### src/rtl/prio_enc_rr.sv
// prio_enc_rr: N-input priority encoder with a registered, handshaked result.
//
// Two priority modes, selected per accepted request:
//   mode=0  fixed priority, bit 0 highest (lowest set bit wins)
//   mode=1  round-robin, the search starts at a rotating pointer and wraps
//
// Optional feature: define PRIO_ONEHOT_EN to add the grant_oh output, a
// registered one-hot copy of the winning index (all zeros when any=0).
//
// Ports:
//   clk        rising-edge clock
//   rst_n      synchronous active-low reset
//   req        request vector, bit i = request i
//   req_valid  req is valid this cycle
//   req_ready  block can accept req this cycle
//   mode       priority mode, sampled on accept
//   out        encoded index of the winning request
//   any        the accepted req had at least one bit set
//   out_valid  out/any hold a result
//   grant_oh   one-hot of the winning index (PRIO_ONEHOT_EN only)
//   out_ready  consumer takes the result this cycle
module prio_enc_rr #(
  parameter int unsigned N = 8,
  parameter int unsigned W = $clog2(N)
) (
  input  logic         clk,
  input  logic         rst_n,
  input  logic [N-1:0] req,
  input  logic         req_valid,
  output logic         req_ready,
  input  logic         mode,
  output logic [W-1:0] out,
  output logic         any,
  output logic         out_valid,
`ifdef PRIO_ONEHOT_EN
  output logic [N-1:0] grant_oh,
`endif
  input  logic         out_ready
);

  logic [W-1:0] out_q;
  logic         any_q;
  logic         out_valid_q;
  logic [W-1:0] ptr_q;

  logic         accept;
  logic [W-1:0] fix_idx;
  logic [W-1:0] rr_idx;
  logic         rr_hit;
  logic [W-1:0] idx_d;
  logic         any_d;
  logic [W-1:0] ptr_inc;

  // One-entry output register: a new request fits if the slot is empty or
  // is being drained on this same edge.
  assign req_ready = !out_valid_q || out_ready;
  assign accept    = req_valid && req_ready;

  // Fixed priority: scan from the top so the lowest set bit is written last.
  always_comb begin
    fix_idx = '0;
    for (int i = int'(N) - 1; i >= 0; i--) begin
      if (req[i]) begin
        fix_idx = W'(i);
      end
    end
  end

  // Round-robin: walk N positions starting at ptr_q, wrapping by explicit
  // compare so non-power-of-two N never produces an out-of-range index.
  always_comb begin
    int           pos;
    logic [W-1:0] sel;
    pos    = 0;
    sel    = '0;
    rr_idx = '0;
    rr_hit = 1'b0;
    for (int k = 0; k < int'(N); k++) begin
      pos = int'(ptr_q) + k;
      if (pos >= int'(N)) begin
        pos = pos - int'(N);
      end
      sel = W'(pos);
      if (!rr_hit && req[sel]) begin
        rr_hit = 1'b1;
        rr_idx = sel;
      end
    end
  end

  // With no bit set both searches return 0, which is the required result.
  assign any_d   = |req;
  assign idx_d   = mode ? rr_idx : fix_idx;
  assign ptr_inc = (idx_d == W'(N - 1)) ? '0 : idx_d + W'(1);

`ifdef PRIO_ONEHOT_EN
  logic [N-1:0] oh_q;
  logic [N-1:0] oh_d;

  always_comb begin
    oh_d        = '0;
    oh_d[idx_d] = any_d;
  end

  always_ff @(posedge clk) begin
    if (!rst_n) begin
      oh_q <= '0;
    end else if (accept) begin
      oh_q <= oh_d;
    end
  end

  assign grant_oh = oh_q;
`endif

  always_ff @(posedge clk) begin
    if (!rst_n) begin
      out_q       <= '0;
      any_q       <= 1'b0;
      out_valid_q <= 1'b0;
      ptr_q       <= '0;
    end else if (accept) begin
      out_q       <= idx_d;
      any_q       <= any_d;
      out_valid_q <= 1'b1;
      // Pointer only moves past a real round-robin winner.
      if (mode && any_d) begin
        ptr_q <= ptr_inc;
      end
    end else if (out_ready) begin
      // Consume without a new request: out/any keep their last values.
      out_valid_q <= 1'b0;
    end
  end

  assign out       = out_q;
  assign any       = any_q;
  assign out_valid = out_valid_q;

endmodule
### config.mk
export PLATFORM = sky130hd
export DESIGN_NAME = prio_enc_rr
export DESIGN_NICKNAME = d
export VERILOG_FILES = /design/src/rtl/prio_enc_rr.sv
export SDC_FILE = /design/constraint.sdc
export NUM_CORES = 1
export LEC_CHECK = 0
export ABC_AREA = 1
export CORE_MARGIN = 2
export CORE_UTILIZATION = 49
export CTS_CLUSTER_DIAMETER = 80
export CTS_CLUSTER_SIZE = 20
export DETAILED_ROUTE_END_ITERATION = 10
export PLACE_DENSITY = 0.74
export SYNTH_ARGS = -nofsm -noshare
export SYNTH_HDL_FRONTEND = slang
export SYNTH_SLANG_ARGS = --single-unit
export TNS_END_PERCENT = 10
### constraint.sdc
create_clock -name clk -period 4.55 [get_ports clk]
set_clock_uncertainty 0.2 [all_clocks]
set_input_delay 0.91 -clock clk [delete_from_list [all_inputs] [get_ports clk]]
set_output_delay 0.91 -clock clk [all_outputs]
set_load 0.1 [all_outputs]
==> Word level (Yosys, flattened, before mapping) <==
Cells that the tools add are included.
{ "word_totals": {"register_bits": 8, "input_bits": 13, "output_inout_bits": 6, "elab_cells": 109} }
{ "op_classes": {"n_addsub": 16, "magnitude_cmp": 16, "eq_ne": 1, "n_mux": 51, "reduce_logical": 21} }
{ "ops": {"columns": ["op", "n"], "rows": [
  ["3-bit 2-to-1 mux", 26],
  ["3-bit by 4-bit < comparator with 1-bit output, second input constant", 8],
  ["4-bit >= comparator, second input constant", 7],
  ["1-bit binary-select mux with 3-bit select", 8],
  ["3-bit by 1-bit subtractor with 3-bit output, second input constant", 8],
  ["1-bit 2-to-1 mux", 17],
  ["3-bit by 3-bit adder with 4-bit output, second input constant", 4],
  ["1-bit logical AND", 9],
  ["3-bit by 2-bit adder with 4-bit output, second input constant", 2],
  ["1-bit logical NOT", 8],
  ["8-bit OR reduction", 1],
  ["3-bit by 1-bit adder with 4-bit output, second input constant", 1],
  ["3-bit by 4-bit >= comparator with 1-bit output, second input constant", 1],
  ["3-bit by 1-bit adder with 3-bit output, second input constant", 1],
  ["3-bit equality test, second input constant", 1],
  ["2-bit AND reduction", 1],
  ["2-bit nonzero test", 1],
  ["1-bit logical OR", 1]
]} }

==> Logic depth before layout (Yosys ltp) <==
{ "logic_depth": {"depth_word": 29, "ltp_mapped": 23, "mapped_depth_nobuf": 21} }

==> Least setup slack after synthesis <==
No wires, ideal clock.
{ "synth_path": {"path_type": "register to register", "from": "reg out_valid_q (netlist: out_valid)", "to": "reg ptr_q[0]", "setup_time_ns": 0.120, "arrival_time_ns": 2.648, "t_required_ns": 4.230, "path_slack_ns": 1.582, "path_stages_with_launch": 10, "path_buffers": 0, "synth_period_minus_slack_ns": 2.968, "cell_sequence": "dfxtp_1 > nand2_1 > nand2_1 > inv_1 > nand2_1 > nor2_1 > inv_1 > nor2_1 > nand3_1 > a21oi_1"} }
{ "synth_via": {"elab_chain_len": 4} }
{ "synth_lines": {"columns": ["element", "line_no", "text"], "rows": [
  ["from (decl)", "43", "logic out_valid_q;"],
  ["from (signal assigned)", "120", "out_valid_q <= 1'b0;"],
  ["from (signal assigned)", "125", "out_valid_q <= 1'b1;"],
  ["from (signal assigned)", "132", "out_valid_q <= 1'b0;"],
  ["1-bit logical NOT", "56", "assign req_ready = !out_valid_q || out_ready;"],
  ["1-bit logical OR", "56", null],
  ["via req_ready", "30", "output logic req_ready,"],
  ["1-bit logical AND", "57", "assign accept = req_valid && req_ready;"],
  ["2-bit AND reduction (no line)", null, null],
  ["to (signal assigned)", "128", "ptr_q <= ptr_inc;"],
  ["to (decl)", "44", "logic [W-1:0] ptr_q;"]
]} }
The timed path passes the listed nets, and every way through them passes these cells.
A chain may end at the register's enable or synchronous reset.

==> Worst setup path after layout <==
{ "layout_path": {"from": "reg ptr_q[1]", "to": "reg ptr_q[2]"} }
{ "layout_via": {"elab_chain_len": 29, "elab_cells_between_ends": 80, "classes_between": "16 x add/sub; 8 x order compare; 1 x eq/ne; 41 x mux; 14 x reduce/logical"} }
{ "layout_lines": {"columns": ["element", "line_no", "text"], "rows": [
  ["branches (longest 25 deep; another with 3-bit by 1-bit adder with 4-bit output)", null, null],
  ["3-bit 2-to-1 mux *", "84", "if (!rr_hit && req[sel]) begin"],
  ["3-bit 2-to-1 mux *", "93", "assign idx_d = mode ? rr_idx : fix_idx;"],
  ["via idx_d[1]", "50", "logic [W-1:0] idx_d;"],
  ["3-bit by 1-bit adder with 3-bit output or 3-bit equality test (tied branches)", "94", "assign ptr_inc = (idx_d == W'(N - 1)) ? '0 : idx_d + W'(1);"],
  ["3-bit 2-to-1 mux *", "94", null],
  ["via ptr_inc[2]", "52", "logic [W-1:0] ptr_inc;"]
]} }
Mark *: on every way through the listed nets, which the timed path passes. The select of a mux whose other input is x is not followed.

==> reports/results.ini <==
[run_status]
status = completed

[final_layout]
final_cells = 251
fin_area_um2 = 1426
nets = 240
n_fill_cell = 226
post-route-util_pct = 59.19
area_growth_pct = 16.68
diodes = 0
drive_gt1_share_pct = 17.65

[worst_hold_path]
min_from = any
min_to = any
hold_depth = 2
worst_hold_path_type = flop to flop

[global_routing]
globalRouteTotalUtil_pct = 24.78
grt_overflow = 0
grt_pass1_wl_um = 5313
antenna_found_initial = 0
grt_max_degree = 13
grt_pass1_vias = 1220

[yosys]
synthMostInstantiatedCell = nand2_1
synth_top_cell_area_share_pct = 16.58
synth-seq-cells = 8
ys_warn_count = 0
synthFlopType = dfxtp_1
syn-num-nets = 220
syn_area_per_cell_um2 = 6.022
synth_edf_count = 0
synthCells = 203
mappedNetlistArea_um2 = 1222
synthTopCellsByCount = 54 x nand2_1, 29 x nand3_1, 23 x inv_1, 18 x nor2_1, 9 x nand2_2
ys_types = 31
synth.area.top_cells = nand2_1 17%, dfxtp_1 13%, nand3_1 12%
yosysTopAreaCell = nand2_1
async_flop_share_pct = 0
ys_seq_area_share_pct = 13.10

[cts]
clk_latency_ps = 260
cts_resized = 0
clk_pin_slew_ps = 60
cts_hold_buf = 0
cts_tree = built
root_buffer = clkbuf_4
clock-sinks = 8
clockBufferDepth = 2
htreeDepth = 1
cts_buffers = 3
cts_setup_buffers = 0

[power]
power_uw = 422.3
p_per_area_nw_per_um2 = 296.1
ir_drop_v = 0.0002515
p_leak_uw = 0.0007204

[routing]
first_pass_iters = 4
vias_per_cell = 5.470
vias = 1373
drt-initial-drc-count = 40
detail-route-antenna-nets = 0
post_drt_wl_per_cell_um = 12.84
routed_wl_um = 3222
drc = 0

[critical_path]
worstPathArrival_ps = 3690
r2r-end = ptr_q[2]
startpoint_type = flop
path_max_fanout = 11
reg2reg_slack_ps = 810
crit_required_ps = 4490
r2r_start = ptr_q[1]
critPathCaptureType = flop
reg2reg_depth = 19
crit_type = flop to flop

[placement]
hpwl_um = 2655
place_congestion = 0.9373
place_area_um2 = 1404
numPlacedInstances = 248
port_buffers = 18

[floorplanning]
die_area_um2 = 2910
initial_core_util_pct = 50.73
die_h_um = 53.95
fp.coreArea_um2 = 2410
io_pins = 19
die_width_um = 53.95
rows = 18

[timing]
setup_tns_ps = 0
slew_violations = 0
rsz0062_at_grt = false
clock.fmax_mhz = 267.1
period_needed_ps = 3744
min_period_over_period_pct = 82.29
slew_headroom_pct = 34.90
report.final.setup_viol = 0
tightest_slew_ps = 973.4
finalHoldViolations = 0

[run]
cap_violations = 0

-- power breakdown --
| part | internal, µW | total, µW | switching [µW] |
|---|---|---|---|
| combinational | 89.5 | 279 | 189 |
| clock | 30.4 | 56.9 | 26.6 |
| sequential | 76.5 | 86.8 | 10.3 |
-- placed cells by master, fill, tap and decap left out --
| cell type | n |
|---|---|
| o31ai_1 | 1 |
| o21ai_1 | 2 |
| nand4_2 | 1 |
| nor3_1 | 2 |
| nor2_4 | 1 |
| a21oi_2 | 1 |
| nand3_2 | 8 |
| buf_4 | 2 |
| xnor2_4 | 1 |
| nor4_1 | 1 |
| a31oi_2 | 1 |
| inv_1 | 23 |
| nand3_1 | 29 |
| clkdlybuf4s50_1 | 17 |
| nand4_1 | 7 |
| ha_1 | 4 |
| clkbuf_4 | 3 |
| a21oi_1 | 7 |
| dfxtp_1 | 8 |
| inv_2 | 5 |
| o21ai_0 | 6 |
| clkinv_2 | 1 |
| nor2_2 | 3 |
| nand2_2 | 9 |
| clkinv_1 | 1 |
| xnor2_2 | 1 |
| xnor2_1 | 1 |
| nand2_1 | 54 |
| xor2_4 | 1 |
| nor2_1 | 18 |
| nand2_4 | 1 |
| a21boi_0 | 1 |
-- worst max path at each step --
stage / cells past startpoint / slack (ps) / from / to
3_3_place_gp: 18 / 980 / req[3] / ptr_q[2]
3_5_place_dp: 19 / 860 / ptr_q[1] / ptr_q[2]
2_1_floorplan: 9 / 1580 / out_valid / ptr_q[0]
5_1_grt: 20 / 350 / ptr_q[1] / ptr_q[0]
4_1_cts: 20 / 840 / ptr_q[1] / ptr_q[0]
6_report: 19 / 810 / ptr_q[1] / ptr_q[2]
-- critical path: stages, from the launching register on --
cell and delay, ps:
dfxtp_1 680, clkinv_2 230, ha_1 500, clkinv_1 200
nand3_1 210, nand3_2 100, nand2_2 120, nor2_4 60
nand3_1 100, nor2_1 60, nor2_1 100, nand3_1 80
nor2_1 100, nand2_1 60, nand2_1 90, inv_1 60
ha_1 180, ha_1 270, o21ai_0 160, a21oi_1 50
-- registers in the layout, indices dropped and copies added (netlist names) --
name,flops
any,1
out_valid,1
out,3
ptr_q,3
-- kinds of logic after synthesis --
kind of cell / share of synthesized area [%]
xor+xnor: 6.552
buf+inv: 12.69
simple gates: 54.45
flops: 13.10
compound gates: 9.110
fa+ha+maj: 4.094
-- stage by stage --
stage,setup slack [ps],hold WS (ps)
finish,805.8,272.8
CTS,844.5,269.8
global placement,981.3,259.5
detailed placement,862.0,258.2
global route,348.2,291.7
floorplan,1582,406.8
-- routing by layer --
metal	wire (µm)	global-route usage, %	up-vias
met2	1535	44.11	48
met4	36	3.846	0
li1	-	-	699
met3	152	3.056	6
met5	0	0	-
met1	1497	32.16	620
-- final cells by class --
cell class | instances | area (µm²) | area share, %
multi-input cells | 161 | 907.1 | 63.60
inverters | 30 | 113.9 | 7.982
well taps | 30 | 37.54 | 2.632
flip-flops and latches | 8 | 160.2 | 11.23
clock buffers | 3 | 22.52 | 1.579
repair buffers | 19 | 185.2 | 12.98
Power figures use the tool's default switching activity.
